**config.mk**
```make
export PLATFORM = sky130hd
export DESIGN_NAME = mac_tap_sequencer
export DESIGN_NICKNAME = d
export VERILOG_FILES = /design/src/rtl/mac_tree_pkg.sv /design/src/rtl/tap_coeff_bank.sv /design/src/rtl/mac_tap_sequencer.sv
export SDC_FILE = /design/constraint.sdc
export NUM_CORES = 1
export LEC_CHECK = 0
export CORE_MARGIN = 8
export CORE_UTILIZATION = 60
export DETAILED_ROUTE_END_ITERATION = 7
export HOLD_SLACK_MARGIN = 0.08
export PLACE_DENSITY = 0.85
export REMOVE_ABC_BUFFERS = 1
export SLEW_MARGIN = 5
export SYNTH_ARGS = -nofsm -noshare
export SYNTH_HDL_FRONTEND = slang
export SYNTH_SLANG_ARGS = --single-unit
```
**constraint.sdc**
```tcl
create_clock -name clk -period 7 [get_ports clk]
set_input_delay 0.7 -clock clk [delete_from_list [all_inputs] [get_ports clk]]
set_output_delay 0.7 -clock clk [all_outputs]
set_load 0.01 [all_outputs]
```
**src/rtl/mac_tree_pkg.sv**
```systemverilog
// Shared types, default parameters and width helpers for the MAC tap sequencer.
package mac_tree_pkg;

  localparam int DEF_DATA_WIDTH  = 8;
  localparam int DEF_COEFF_WIDTH = 8;
  localparam int DEF_NUM_TAPS    = 8;
  localparam int DEF_TREE_LAT    = 2;

  typedef enum logic [1:0] {
    IDLE,
    ISSUE,
    DRAIN,
    OUTPUT
  } seq_state_t;

  // One tree result: two products plus headroom.
  function automatic int res_width(input int data_w, input int coeff_w);
    return data_w + coeff_w + 2;
  endfunction

  function automatic int acc_width(input int res_w, input int num_taps);
    return res_w + $clog2(num_taps / 2) + 1;
  endfunction

  // Width of the pair index k; kept at least one bit wide for NUM_TAPS == 2.
  function automatic int pair_width(input int num_taps);
    return ((num_taps / 2) > 1) ? $clog2(num_taps / 2) : 1;
  endfunction

endpackage

```
**src/rtl/tap_coeff_bank.sv**
```systemverilog
// Sample delay line plus writable coefficient registers, read out as
// (even, odd) tap pairs selected by a pair index.
module tap_coeff_bank
  import mac_tree_pkg::*;
#(
  parameter  int DATA_WIDTH  = DEF_DATA_WIDTH,
  parameter  int COEFF_WIDTH = DEF_COEFF_WIDTH,
  parameter  int NUM_TAPS    = DEF_NUM_TAPS,
  localparam int AW          = $clog2(NUM_TAPS),
  localparam int PW          = pair_width(NUM_TAPS)
) (
  input  logic                   clk,
  input  logic                   reset,
  input  logic                   shift_en_i,
  input  logic [DATA_WIDTH-1:0]  shift_data_i,
  input  logic                   wr_en_i,
  input  logic [AW-1:0]          wr_addr_i,
  input  logic [COEFF_WIDTH-1:0] wr_data_i,
  input  logic [PW-1:0]          rd_pair_i,
  output logic [DATA_WIDTH-1:0]  rd_data1_o,
  output logic [COEFF_WIDTH-1:0] rd_coeff1_o,
  output logic [DATA_WIDTH-1:0]  rd_data2_o,
  output logic [COEFF_WIDTH-1:0] rd_coeff2_o
);

  logic [DATA_WIDTH-1:0]  taps_q  [NUM_TAPS];
  logic [COEFF_WIDTH-1:0] coeff_q [NUM_TAPS];
  logic                   addr_ok;
  logic [AW-1:0]          idx_even;
  logic [AW-1:0]          idx_odd;

  if (NUM_TAPS == (1 << AW)) begin : g_full_range
    assign addr_ok = 1'b1;
  end else begin : g_part_range
    assign addr_ok = (wr_addr_i < AW'(NUM_TAPS));
  end

  always_ff @(posedge clk) begin
    // NOTE: the coefficient bank is reset as well, so a reset leaves the filter with an all-zero response.
    if (reset) begin
      for (int i = 0; i < NUM_TAPS; i++) begin
        taps_q[i]  <= '0;
        coeff_q[i] <= '0;
      end
    end else begin
      // NOTE: non-blocking assignments make every tap take its neighbour's pre-edge value.
      if (shift_en_i) begin
        taps_q[0] <= shift_data_i;
        for (int i = 1; i < NUM_TAPS; i++) begin
          taps_q[i] <= taps_q[i-1];
        end
      end
      if (wr_en_i && addr_ok) begin
        coeff_q[wr_addr_i] <= wr_data_i;
      end
    end
  end

  assign idx_even    = AW'({rd_pair_i, 1'b0});
  assign idx_odd     = idx_even + AW'(1);
  assign rd_data1_o  = taps_q[idx_even];
  assign rd_coeff1_o = coeff_q[idx_even];
  assign rd_data2_o  = taps_q[idx_odd];
  assign rd_coeff2_o = coeff_q[idx_odd];

endmodule

```
**src/rtl/mac_tap_sequencer.sv**
```systemverilog
// Streaming sequencer for the two-level MAC tree: accepts a sample, issues
// NUM_TAPS/2 operand pairs, sums the delayed tree results and emits one output.
module mac_tap_sequencer
  import mac_tree_pkg::*;
#(
  parameter  int DATA_WIDTH  = DEF_DATA_WIDTH,
  parameter  int COEFF_WIDTH = DEF_COEFF_WIDTH,
  parameter  int NUM_TAPS    = DEF_NUM_TAPS,
  parameter  int TREE_LAT    = DEF_TREE_LAT,
  localparam int RES_WIDTH   = res_width(DATA_WIDTH, COEFF_WIDTH),
  localparam int ACC_WIDTH   = acc_width(RES_WIDTH, NUM_TAPS)
) (
  input  logic                        clk,
  input  logic                        reset,
  input  logic                        coeff_wr_en,
  input  logic [$clog2(NUM_TAPS)-1:0] coeff_wr_addr,
  input  logic [COEFF_WIDTH-1:0]      coeff_wr_data,
  input  logic                        in_valid,
  output logic                        in_ready,
  input  logic [DATA_WIDTH-1:0]       in_data,
  output logic [DATA_WIDTH-1:0]       tree_data1,
  output logic [DATA_WIDTH-1:0]       tree_data2,
  output logic [COEFF_WIDTH-1:0]      tree_coeff1,
  output logic [COEFF_WIDTH-1:0]      tree_coeff2,
  input  logic [RES_WIDTH-1:0]        tree_result,
  output logic                        out_valid,
  input  logic                        out_ready,
  output logic [ACC_WIDTH-1:0]        out_data
);

  localparam int P  = NUM_TAPS / 2;
  localparam int PW = pair_width(NUM_TAPS);
  // Issue-valid line pattern on the cycle the final result retires.
  localparam logic [TREE_LAT-1:0] LAST_VLD = TREE_LAT'(1) << (TREE_LAT - 1);

  seq_state_t            state_q, state_d;
  logic [PW-1:0]         k_q, k_d;
  logic [TREE_LAT-1:0]   vld_q, vld_d;
  logic [ACC_WIDTH-1:0]  acc_q, acc_d;
  logic                  accept;
  logic                  push;
  logic [DATA_WIDTH-1:0]  rd_data1, rd_data2;
  logic [COEFF_WIDTH-1:0] rd_coeff1, rd_coeff2;

  tap_coeff_bank #(
    .DATA_WIDTH  (DATA_WIDTH),
    .COEFF_WIDTH (COEFF_WIDTH),
    .NUM_TAPS    (NUM_TAPS)
  ) u_bank (
    .clk          (clk),
    .reset        (reset),
    .shift_en_i   (accept),
    .shift_data_i (in_data),
    .wr_en_i      (coeff_wr_en && (state_q == IDLE)),
    .wr_addr_i    (coeff_wr_addr),
    .wr_data_i    (coeff_wr_data),
    .rd_pair_i    (k_q),
    .rd_data1_o   (rd_data1),
    .rd_coeff1_o  (rd_coeff1),
    .rd_data2_o   (rd_data2),
    .rd_coeff2_o  (rd_coeff2)
  );

  always_comb begin
    // NOTE: every next-state value and output gets a default first, so no path leaves one unassigned (no latch).
    state_d     = state_q;
    k_d         = k_q;
    accept      = 1'b0;
    push        = 1'b0;
    in_ready    = 1'b0;
    out_valid   = 1'b0;
    out_data    = '0;
    tree_data1  = '0;
    tree_coeff1 = '0;
    tree_data2  = '0;
    tree_coeff2 = '0;

    case (state_q)
      IDLE: begin
        in_ready = !reset;
        if (in_valid && !reset) begin
          accept  = 1'b1;
          k_d     = '0;
          state_d = ISSUE;
        end
      end
      ISSUE: begin
        push        = 1'b1;
        tree_data1  = rd_data1;
        tree_coeff1 = rd_coeff1;
        tree_data2  = rd_data2;
        tree_coeff2 = rd_coeff2;
        if (k_q == PW'(P - 1)) begin
          state_d = DRAIN;
        end else begin
          k_d = k_q + PW'(1);
        end
      end
      DRAIN: begin
        if (vld_q == LAST_VLD) begin
          state_d = OUTPUT;
        end
      end
      OUTPUT: begin
        out_valid = 1'b1;
        out_data  = acc_q;
        if (out_ready) begin
          state_d = IDLE;
        end
      end
      default: state_d = IDLE;
    endcase

    vld_d = (vld_q << 1) | TREE_LAT'(push);

    // The valid line is empty in IDLE, so clearing on accept never drops a result.
    acc_d = acc_q;
    if (accept) begin
      acc_d = '0;
    end else if (vld_q[TREE_LAT-1]) begin
      acc_d = acc_q + ACC_WIDTH'(tree_result);
    end
  end

  always_ff @(posedge clk) begin
    if (reset) begin
      state_q <= IDLE;
      k_q     <= '0;
      vld_q   <= '0;
      acc_q   <= '0;
    end else begin
      state_q <= state_d;
      k_q     <= k_d;
      vld_q   <= vld_d;
      acc_q   <= acc_d;
    end
  end

endmodule

```
# Yosys cells after proc, flatten, opt, wreduce, memory -nomap -nowiden
# Memories as Yosys holds them, arrays and structs flattened. A register that Yosys moved wholly into a read port is not among the register bits.
# Cells that the tools add are included.
# totals
ramBits	128
memories	2
output_inout_bits	55
rom_bits	0
register_bits	27
latchBits	0
# mem_list
memory	depth	word_bits	read_ports	rd_clocked_by_memory_dff	wr	line_no	rtl
u_bank.coeff_q	8	8	2	1	8	tap_coeff_bank.sv:27	logic [COEFF_WIDTH-1:0] coeff_q [NUM_TAPS];
u_bank.taps_q	8	8	9	1	8	tap_coeff_bank.sv:26	logic [DATA_WIDTH-1:0] taps_q [NUM_TAPS];
# classes
div	0
n_reduce_logical	9
multipliers	0
mux	41
n_eq_ne	10
shifts	0
bitwise_logic	9
add_sub_neg	3
n_lt_le_gt_ge	0
# op_table
cell	count
two-way mux 8 bit	13
adder 21 x 18 -> 21 bit	1
two-way mux 21 bit	1
two-way mux 3 bit	5
two-way mux 1 bit	14
two-way mux 2 bit	6
== test 2 bit, second input constant	4
!= test 2 bit, second input constant	4
OR 1 bit	8
case mux 2 bit (4 select lines)	1
OR reduction 8 bit	1
case mux 2 bit (2 select lines)	1
AND reduction 4 bit	1
adder 3 x 1 -> 3 bit, second input constant	1
AND reduction 3 bit	1
adder 2 x 1 -> 2 bit, second input constant	1
== test 2 x 1 -> 1 bit, second input constant	1
logical AND 1 bit	2
logical NOT 2 bit	1
!= test 2 x 1 -> 1 bit, second input constant	1
OR 2 x 1 -> 2 bit	1
nonzero test 2 bit	1
OR reduction 2 bit	1
logical NOT 1 bit	1

# Depth between registers and ports, before layout
# logic_depth
ltp_word	8
mapped_depth	9
mapped_depth_nobuf	9

# Hierarchy
# From an unflattened synthesis, not the netlist that was laid out.
# unflattened
cells_unflattened	660
area_unflattened_um2	7988.9
# modules_own_cells
module	instances	cells_per_inst	area_per_inst_um2	seq_area_each_um2
tap_coeff_bank	1	345	5596.6	3843.7
mac_tap_sequencer	1	315	2392.3	540.5

# Worst setup path after synthesis
# No wires, ideal clock.
# synth_path
path_kind	input-to-reg
startpoint	input port in_valid
endpoint	memory u_bank.taps_q[0][0] in the netlist's numbering, enable pin
path_slack_ns	3.707
t_required_ns	6.546
arrival_ns	2.840
path_stages	3
cell_sequence	a21oi_1 inv_2 clkbuf_1
# synth_lines
element	line_no	rtl
from (decl)	mac_tap_sequencer.sv:18	input logic in_valid,
to (decl)	tap_coeff_bank.sv:26	

==> summary.md <==
| Metric | Value |
|---|---|
| Max_slew headroom | 0.208 |
| Post-synthesis sequential area ratio | 0.560 |
| Setup Fix Bufs, Post-CTS | 0 |
| Final Power | about 2.7 mW |
| Ys flop type | edfxtp_1 |
| Worst Path Required | 6.30 ns |
| Hold EP | acc_q[17]$_SDFFE_PP0P_ |
| FF+latch count, synth | around 160 |
| Most frequent cell after synthesis | edfxtp_1 |
| Hold/Removal Path Class | register to register |
| Layout cells sized above 1 | 0.109 |
| Global Route Usage Sum | 0.223 |
| Wire per inst | around 20 µm |
| Status | complete, no violations |
| Final Hold Fails | 0 |
| CTS Hold Bufs | 0 |
| Largest net degree at the start of global routing | 69 |
| Vias per Instance | slightly below 6 |
| Crit share post-route | 0.504 |
| PD cells | between 200 and 300 nW/µm² |
| Final Max Slew Viols | 0 |
| Antenna violations before repair | 0 |
| CTS buffer count | 17 |
| Number of distinct library cells after synthesis | 45 |
| Starting DRT DRC Count | ~600 |
| Die ar. | 17100 µm² |
| NumNets Final | just under 800 |
| Clock-pin slew of the registers on the worst-case setup and hold paths | ~0.060 ns |
| Multi-input logic area | 3310 µm² |
| CTS Sinks | approximately 160 |
| Clock Latency Late Sink | ~0.42 ns |
| FF-to-FF Start | state_q[0]$_SDFFE_PP0P_ |
| CTS tree | done |
| Worst Reg2Reg Path Length in Cells | 7 |
| Crit Path Class | register to output pin |
| Worst-margin pin slew | about 1.2 ns |
| Antenna viol nets, final | 0 |
| WP data arrival | between 2 and 3 ns |
| Worst slack, placed | around 3.6 ns |
| Dpl hpwl | about 12 mm |
| Grt total ovfl | 0 |
| Top cell type's share of synthesized area | 0.487 |
| Fill cells | approximately 910 |
| Htree depth | 4 |
| Core area | 13000 µm² |
| EDFF count, synth | around 130 |
| I/O pins | 97 |
| Initial Util | 0.606 |
| DR pass1 iterations | 5 |
| Vias | approximately 5400 |
| Critical-path maximum fanout | 16 |
| Endpoint type of the worst setup path | output pin |
| Average cell area after synthesis | around 13 µm² |
| Final Util | 0.734 |
| Final WL | ~18 mm |
| Clk_skew | 0.00709 ns |
| Maximum vdd drop | 0.217 mV |
| Routability cong. | 0.891 |
| RSZ-0062 raised after global routing | false |
| Leakage Power | around 3.7 nW |
| Layout area overhead | 21.1% |
| RR Endpoint | u_bank.coeff_q[0][0]$_SDFFCE_PN0P_ |
| Min Tclk post-route | 3.53 ns |
| Synthesized cell area | between 7000 and 8000 µm² |
| Worst setup margin | 3.47 ns |
| First-pass GRT wire length | roughly 29 mm |
| Clk buf depth | 2 |
| Final hold slack | approximately 0.47 ns |
| Hold Path Stages | 2 |
| Max Freq | about 280 MHz |
| Die width | about 130 µm |
| FF/Latch Area | 4420 µm² |
| # setup viols final | 0 |
| Synth warnings | 0 |
| Vias in the first global route | roughly 5400 |
| Synth cell count leaders | 128 x edfxtp_1, 118 x and2_1, 51 x and3_1, 32 x mux4_2, 30 x clkbuf_1 |
| Max-Cap Viols | 0 |
| Async SR Flop Fraction | 0 |
| Hold path startpoint | acc_q[17]$_SDFFE_PP0P_ |
| FP Rows | 42 |
| Cts repair resizes | 0 |
| Critical path startpoint category | register |
| Cells after Synth | 625 |
| Ant diodes | 0 |
| Cell taking the most area after synthesis | edfxtp_1 |
| Top cells by area, synth | edfxtp_1 49%, and2_1 9.4%, mux4_2 9.1%, dfxtp_1 7.4%, and3_1 4.0% |
| Root buffer cell | clkbuf_16 |
| Reg2reg setup slack | about 4.2 ns |
| TNS Setup | 0 ns |
| Residual DRC | 0 |
| # port buffers | 96 |
| Die Y-Extent | approximately 130 µm |
## power breakdown
part           internal, mW  switching (mW)
clock                 0.527           0.366
combinational         0.275           0.279
sequential             1.17          0.0918
total                  1.97           0.736
## worst max-delay path: stages (launching register included)
cell	delay, ns
dfxtp_1	1.11
mux4_2	0.63
and2_1	0.17
clkdlybuf4s50_1	0.48
## layout make-up
| cell class | count | share of cell area |
|---|---|---|
| multi-input combinational | 427 | 0.347 |
| timing repair buffer | 102 | 0.105 |
| clock inverter | 9 | 0.00916 |
| clock buffer | 23 | 0.0510 |
| tap | 176 | 0.0230 |
| inverter | 6 | 0.00236 |
| sequential | 157 | 0.463 |
## per-layer routing
metal	global-route usage	up-vias	wire [µm]
li1	-	2464	-
met1	0.281	2643	7210
met2	0.374	229	9190
met3	0.0568	29	1210
met4	0.0668	0	222
met5	0	-	0
## registers in the layout, indices dropped and copies added, names as in the netlist, named ones only
signal	cells
u_bank.coeff_q	64
u_bank.taps_q	64
acc_q	21
k_q	2
state_q	2
vld_q	2
## worst max-delay path by stage
stage	from	to	cells past startpoint
6_report	register	tree_coeff1[3]	3
5_1_grt	register	tree_data1[1]	3
4_1_cts	register	tree_data1[1]	3
3_5_place_dp	reset	u_bank.coeff_q[0][0]$_SDFFCE_PN0P_	7
3_3_place_gp	tree_result[0]	acc_q[16]$_SDFFE_PP0P_	10
2_1_floorplan	reset	u_bank.coeff_q[1][0]$_SDFFCE_PN0P_	4
## per-stage QoR
stage	cells	instance area, µm²
floorplan	590	7760
global placement	868	8990
detailed placement	868	8990
CTS	900	9560
global route	900	9560
finish	900	9560
## cells by family after synthesis
family,count (synthesis),share of synthesized area
buffers and inverters,41,0.0200
AOI/OAI and AO/OA,66,0.0553
DFF,157,0.560
muxes,42,0.104
xor gates and xnor gates,15,0.0166
adders and majority gates,24,0.0390
and+or+nand+nor,280,0.205
## cells in the final DEF (no fill, tap or decap), types with 3 or more instances in the layout
master           synthesis  final
xor2_1                   7      7
or2_1                    6      6
and3_1                  51     51
or3_1                    3      3
ha_1                    23     23
mux4_2                  32     32
clkbuf_16                0     17
clkinvlp_4               0      4
dfxtp_1                 29     29
a211oi_1                 3      3
nand4_1                  3      3
nor3_1                   7      7
nand3_1                 10     10
a21oi_1                 23     23
and2_1                 118    118
or2_2                    3      3
nand2b_1                 6      6
a21o_1                  10     10
xnor2_1                  8      8
clkbuf_8                 0      4
clkdlybuf4s50_1          0     96
o21ai_0                  4      4
nor2_1                  29     29
nor2b_1                 22     21
buf_4                    0      6
edfxtp_1               128    128
o21ai_1                  9      9
inv_1                    4      4
nand2_1                 19     19
mux2i_1                 10     10
Note: power is estimated with default switching activity, not from simulation.
